==> src/rtl/decode_ctrl.sv <==
`default_nettype none
// ============================================================================
// Module   : decode_ctrl
// Brief    : Instruction decode controller. It sequences ALU, memory, halt and
//            fault handling for one 16-bit instruction at a time.
// Revision : 1.0
// ============================================================================
module decode_ctrl #(
  parameter int MEM_TIMEOUT = 8
) (
  input  logic        clk,
  input  logic        reset,
  input  logic [15:0] instr,
  input  logic        instr_valid,
  output logic        instr_ready,
  input  logic        mem_ack,
  output logic [2:0]  DEST,
  output logic [2:0]  SRC0,
  output logic [2:0]  SRC1,
  output logic [2:0]  alu_op,
  output logic        w_en,
  output logic        mem,
  output logic        mem_req,
  output logic        mem_we,
  output logic        halted,
  output logic        fault
);

  localparam logic [2:0] C_IDLE  = 3'd0;
  localparam logic [2:0] C_EXEC  = 3'd1;
  localparam logic [2:0] C_MEM   = 3'd2;
  localparam logic [2:0] C_HALT  = 3'd3;
  localparam logic [2:0] C_FAULT = 3'd4;

  localparam logic [3:0] C_OP_NOP   = 4'h0;
  localparam logic [3:0] C_OP_LOAD  = 4'h8;
  localparam logic [3:0] C_OP_STORE = 4'h9;
  localparam logic [3:0] C_OP_HALT  = 4'hF;

  // Last MEM cycle count that may still be waited on before declaring a fault.
  localparam logic [3:0] C_WAIT_LAST = 4'(MEM_TIMEOUT - 1);

  logic [2:0] r_state;
  logic [2:0] w_next_state;
  logic [3:0] r_wait;
  logic       r_is_store;
  logic [3:0] w_opcode;
  logic       w_capture;
  logic       w_is_alu;
  logic       w_is_memop;

  assign w_opcode   = instr[15:12];
  assign w_capture  = instr_valid && (r_state == C_IDLE);
  assign w_is_alu   = (w_opcode != C_OP_NOP) && (w_opcode[3] == 1'b0);
  assign w_is_memop = (w_opcode == C_OP_LOAD) || (w_opcode == C_OP_STORE);

  // State register
  always_ff @(posedge clk or negedge reset) begin
    if (!reset) begin
      r_state <= C_IDLE;
    end else begin
      r_state <= w_next_state;
    end
  end

  // Next-state logic; mem_ack is checked before the timeout so it wins a tie.
  always_comb begin
    w_next_state = r_state;
    case (r_state)
      C_IDLE: begin
        if (instr_valid) begin
          if (w_opcode == C_OP_NOP) begin
            w_next_state = C_IDLE;
          end else if (w_is_alu) begin
            w_next_state = C_EXEC;
          end else if (w_is_memop) begin
            w_next_state = C_MEM;
          end else if (w_opcode == C_OP_HALT) begin
            w_next_state = C_HALT;
          end else begin
            w_next_state = C_FAULT;
          end
        end
      end
      C_EXEC: w_next_state = C_IDLE;
      C_MEM: begin
        if (mem_ack) begin
          w_next_state = C_IDLE;
        end else if (r_wait == C_WAIT_LAST) begin
          w_next_state = C_FAULT;
        end else begin
          w_next_state = C_MEM;
        end
      end
      C_HALT:  w_next_state = C_HALT;
      C_FAULT: w_next_state = C_FAULT;
      default: w_next_state = C_IDLE;
    endcase
  end

  // Outputs are decoded from the registered state, so w_en is already one
  // cycle downstream of capture while mem follows mem_ack combinationally.
  always_comb begin
    instr_ready = 1'b0;
    w_en        = 1'b0;
    mem         = 1'b0;
    mem_req     = 1'b0;
    mem_we      = 1'b0;
    halted      = 1'b0;
    fault       = 1'b0;
    case (r_state)
      C_IDLE:  instr_ready = 1'b1;
      C_EXEC:  w_en        = 1'b1;
      C_MEM: begin
        mem_req = 1'b1;
        mem_we  = r_is_store;
        mem     = mem_ack && !r_is_store;
      end
      C_HALT:  halted = 1'b1;
      C_FAULT: fault  = 1'b1;
      default: instr_ready = 1'b0;
    endcase
  end

  // Captured operand fields, ALU select, access type and MEM wait counter.
  always_ff @(posedge clk or negedge reset) begin
    if (!reset) begin
      DEST       <= 3'd0;
      SRC0       <= 3'd0;
      SRC1       <= 3'd0;
      alu_op     <= 3'd0;
      r_is_store <= 1'b0;
      r_wait     <= 4'd0;
    end else begin
      if (w_capture) begin
        DEST <= instr[11:9];
        SRC0 <= instr[8:6];
        SRC1 <= instr[5:3];
        if (w_is_alu) begin
          alu_op <= w_opcode[2:0];
        end
        if (w_is_memop) begin
          r_is_store <= (w_opcode == C_OP_STORE);
          r_wait     <= 4'd0;
        end
      end else if ((r_state == C_MEM) && !mem_ack) begin
        r_wait <= r_wait + 4'd1;
      end
    end
  end

endmodule
`default_nettype wire
==> config.mk <==
export PLATFORM = sky130hd
export DESIGN_NAME = decode_ctrl
export DESIGN_NICKNAME = d
export VERILOG_FILES = /design/src/rtl/decode_ctrl.sv
export SDC_FILE = /design/constraint.sdc
export NUM_CORES = 1
export LEC_CHECK = 0
export ABC_AREA = 1
export CORE_MARGIN = 5
export CORE_UTILIZATION = 44
export DETAILED_ROUTE_END_ITERATION = 8
export PLACE_DENSITY = 0.79
export SYNTH_ARGS = -nofsm -noshare
export SYNTH_HDL_FRONTEND = slang
export SYNTH_SLANG_ARGS = --single-unit
==> constraint.sdc <==
create_clock -name clk -period 1.26 [get_ports clk]
set_input_delay 0.378 -clock clk [delete_from_list [all_inputs] [get_ports clk]]
set_output_delay 0.378 -clock clk [all_outputs]
set_load 0.02 [all_outputs]
---- Word-level counts from Yosys, hierarchy flattened ----
Index checks and enable logic that the tools add are counted.
word-level totals
  bits in registers ....................... 20
  bits of input ports ..................... 20
  output and inout bits ................... 19
  word-level logic and storage cells ...... 51
operators by class
  add/subtract/negate cells ............... 1
  equality and inequality tests ........... 10
  muxes and demuxes ....................... 18
  bitwise logic cells ..................... 1
  reduce and logical (&&, ||, !) cells .... 14
operators by type and width
  kind                                                  count
  two-way mux 3 bit                                     7
  equality test 4 bit (second input constant)           3
  two-way mux 4 bit                                     3
  one-hot mux 3 bit (4 select lines)                    1
  two-way mux 1 bit                                     7
  equality test 3 x 2 -> 1 bit (second input constant)  2
  AND reduction 2 bit                                   3
  adder 4 x 1 -> 4 bit (second input constant)          1
  equality test 4 x 3 -> 1 bit (second input constant)  1
  logical AND 1 bit                                     4
  zero test 4 bit                                       1
  nonzero test 4 bit                                    1
  equality test 3 x 1 -> 1 bit (second input constant)  1
  equality test 3 bit (second input constant)           1
  zero test 3 bit                                       1
  zero test 1 bit                                       2
  != test 2 x 1 -> 1 bit (second input constant)        1
  != test 2 bit (second input constant)                 1
  nonzero test 2 bit                                    1
  logical OR 1 bit                                      1
  NOT 1 bit                                             1

---- Longest topological paths before layout ----
Gate-level depths: netlist of run 1.
  word-level depth ........................ 7
  gate-level depth with buffers ........... 8
  mapped depth without buffers ............ 8

---- Worst setup path before layout of run 1 ----
Ideal clock, no wire load.
  path type ............................... register to output
  start point ............................. reg r_state[1]
  end point ............................... out mem
  arrival ................................. 1.096 ns
  data required time ...................... 0.882 ns
  path slack .............................. -0.214 ns
  stages on the path, launching flop included .. 5
  buffers on the path ..................... 0
  cells stage by stage .................... dfrtp_1 > inv_1 > nor2_2 > nand2_2 > nor3_1
on the way
  cells in the longest elaborated chain, start to end .. 2
ends and longest elaborated chain
  what                          line  RTL
  start, declared               43    logic [2:0] r_state;
  start signal, assigned        62    r_state <= w_next_state;
  equality test 3 x 2 -> 1 bit  111   case (r_state)
  two-way mux 1 bit             111
  end, declared                 22    output logic mem,
No other way between the ends.

---- Worst setup path in the final report of run 1 ----
  start point ............................. reg r_state[1]
  end point ............................... out fault
on the way
  cells in the longest elaborated chain, start to end .. 2
ends and longest elaborated chain
  what                 line  RTL
  equality test 3 bit  111
  two-way mux 1 bit    111
  end, declared        26    output logic fault
No other way between the ends.

==> results_dict.tcl, run 1 <==
set metrics [dict create \
    switching_share_pct 42.0 \
    p_sw_uw 1830 \
    cts_tree "done" \
    dieWidth_microns 59.5 \
    worstMarginPinSlew_ns 0.257 \
    p_int_uw 2530 \
    finalMaxSlewViolations 0 \
    ys_ff_latch 20 \
    synth.area.top_cells "dfrtp_1 46%, nand2_1 15%, inv_1 6.6%" \
    via_per_inst 4.98 \
    ir_drop_mv 1.48 \
    cts_hold_buf 0 \
    synth_sequential_area_ratio_pct 46.4 \
    place.gp.congestion 0.820 \
    synth_area_sq_um 1080 \
    synth_nets 159 \
    antenna_cells 0 \
    track_usage_pct 18.1 \
    cp_max_fo 3 \
    status "finished, violations left" \
    pwr-share-comb_pct 59.8 \
    grt_pass1_vias 1150 \
    nNetsFinal 225 \
    regToRegEndpoint "r_wait[3]" \
    port-buffer-count 35 \
    syn_avg_cell_area_sq_um 7.82 \
    io_pins 39 \
    finClkSkew_ns 0.00450 \
    worst_setup_path_start_kind "flip-flop" \
    worstPathArrival_ns 1.29 \
    finalCritPeriodShare_pct 133 \
    synth_top_cells_by_count "44 x nand2_1, 20 x dfrtp_1, 19 x inv_1, 12 x nand3_1, 11 x o21ai_0" \
    end_kind "output pin" \
    syn_inst 138 \
    antenna_found_initial 0 \
    path_cells "buf_6 -> nor2_4 -> nand2_1 -> inv_1 -> buf_4" \
    relSlewSlack_pct 82.9 \
    row_count 18 \
    seqPwrFrac_pct 28.0 \
    clkPwrFrac_pct 12.2 \
    p_total_uw 4360 \
    place_area_sq_um 1610 \
    clockBufferDepth 2 \
    core_area_sq_um 2410 \
    hpwl_mm 2.20 \
    chipHeight_microns 59.5 \
    fmax_mhz 599 \
    drc_errors 0 \
    cts_sinks 20 \
    drtIter0Drc 32 \
    synthArstFlopShare_pct 100 \
    drtAntennaViolNets 0 \
    critPathSlowestCell "dfrtp_1" \
    hold_path_class "input port to async pin" \
    ys_types 21 \
    violations "setup timing" \
    clkLatencyLatePin_ns 0.31 \
    finalInstanceArea_sq_um 1860 \
    wl_mm 3.22 \
    synth_edf_count 0 \
    synth.most_common_cell "nand2_1" \
    numCtsBuffers 3 \
    overflow 0 \
    die_area_sq_um 3540 \
    r2r_setup_slack_ns -0.14 \
    cp_slowest_stage_delay_ns 0.44 \
    timing.final.ws_setup_ns -0.411 \
    root_buffer "clkbuf_4" \
    cp.required_ns 0.88 \
    htreeDepth 1 \
    path_class "flip-flop to output pin" \
    hold_viol 0 \
    ff2ff_path_depth 8 \
    yosysWarnings 0 \
    grt_max_degree 21 \
    rsz0062_at_grt "yes" \
    initial_core_util_pct 44.8 \
    yosys.area.top_type_share_pct 46.4 \
    drv_cap 0 \
    grt_pass1_wl_mm 4.89 \
    min_period_ns 1.67 \
    clk_pin_slew_ns 0.12 \
    synth-main-ff-cell "dfrtp_1" \
    dr.pass1.iters 4 \
    powerDensity_nw_per_um2 2340 \
    whs_ns 0.390 \
    reg2reg_from "r_state[1]" \
    yosysTopAreaCell "dfrtp_1" \
    pre_cts_ws_ns -0.831 \
    routed-via-count 1161 \
    area_growth_pct 72.7 \
    drive_gt1_share_pct 46.8 \
    finalSetupViolations 24 \
    route.detailed.wl_per_inst_microns 13.8 \
    p_leak_uw 0.000980 \
]
==> per-layer routing <==
metal  wire, microns  vias to the layer above  global-route usage [%]
li1                -                      561                       -
met1            1220                      551                    19.8
met2            1720                       38                    32.1
met3             192                       11                    4.14
met4              85                        0                    9.81
met5               0                        -                       0
==> through the flow <==
stage,util (%),setup TNS [ns],cells
4_1_cts,70.4,-4.12,230
3_5_place_dp,66.9,-9.86,221
3_3_place_gp,66.9,-9.11,221
6_report,77.3,-4.58,233
2_1_floorplan,-,-0.121,138
5_1_grt,77.3,-6.48,233
==> layout make-up <==
class,count,area (sq um)
fill,175,547
tap,30,37.5
clock inverter,1,30.0
timing repair buffer,63,604
multi-input combinational,96,592
sequential,20,502
clock buffer,3,22.5
inverter,20,75.1
==> kinds of logic (layout without fill, tap and decap cells) <==
| logic type | count (synthesis) | count (layout) | share of synthesized area (%) |
|---|---|---|---|
| AND/OR/NAND/NOR | 78 | 78 | 34.8 |
| AO/OA/AOI/OAI | 16 | 16 | 7.42 |
| adder cells (fa/ha/maj) | 1 | 1 | 1.16 |
| flip-flops | 20 | 20 | 46.4 |
| buffers and inverters | 22 | 87 | 9.40 |
| XOR/XNOR | 1 | 1 | 0.812 |
==> flip-flops by register name, summed over array words and instances (netlist names) <==
register / flops
SRC1: 3
r_wait: 4
SRC0: 3
r_state: 3
r_is_store: 1
alu_op: 3
DEST: 3
==> cell usage in the layout (no fill, tap or decap) <==
cell type,netlist,final
clkdlybuf4s50_1,0,16
nor2_4,2,4
bufinv_16,0,1
inv_2,1,3
buf_8,1,1
clkbuf_4,0,3
buf_6,1,19
inv_1,19,17
a21oi_2,0,1
buf_4,0,26
o21ai_0,11,1
nand4_1,1,1
nor2_1,9,8
buf_12,0,1
nor2_2,2,1
nand3_2,1,6
nand2_4,2,3
nand2_2,2,16
nor2_8,1,1
dfrtp_2,0,1
nor3_2,0,2
nand2_1,44,29
xor2_1,1,1
nand3_1,12,7
a21oi_1,2,1
o21ai_1,3,8
dfrtp_1,20,19
o21ai_2,0,5
ha_2,0,1
==> worst max-delay path by stage <==
stage                from      to  cells after the start
2_1_floorplan  r_state[1]  mem_we                      4
3_3_place_gp      mem_ack     mem                      4
3_5_place_dp      mem_ack     mem                      4
4_1_cts        r_state[2]     mem                      4
5_1_grt        r_state[1]     mem                      5
6_report       r_state[1]   fault                      5
==> power by group through the flow <==
stage | registers [uW] | clock network (uW) | logic [uW]
global placement | 1150 | 0 | 2000
CTS | 1160 | 539 | 2240
floorplan | 1360 | 0 | 937
detailed placement | 1160 | 0 | 2070
finish | 1220 | 534 | 2610
global route | 1260 | 560 | 2800
==> worst max-delay path: cells and delay by family (launching register included) <==
kind | cells | cell delay, ns
and+or+nand+nor | 2 | 0.21
buffers and inverters | 3 | 0.33
DFF | 1 | 0.44
==> timing repair <==
item | in CTS | in global routing
endpoints found under the setup margin | 36 | 38
gates cloned | 1 | 0
buffers inserted | 4 | 3
resized for setup | 115 | 46
pin swaps | 7 | 7
No activity file was read; power rests on OpenSTA's default activity.
==> run 2, diff against run 1 <==
Settings changed: SLEW_MARGIN set to 20.
==> results of run 2 <==
No change in the layout: final DEF, timing and power equal those of run 1.
==> run 3, diff against run 2 <==
Settings changed: CAP_MARGIN set to 5.
==> results of run 3 <==
No change in the layout: final DEF, timing and power equal those of run 1.
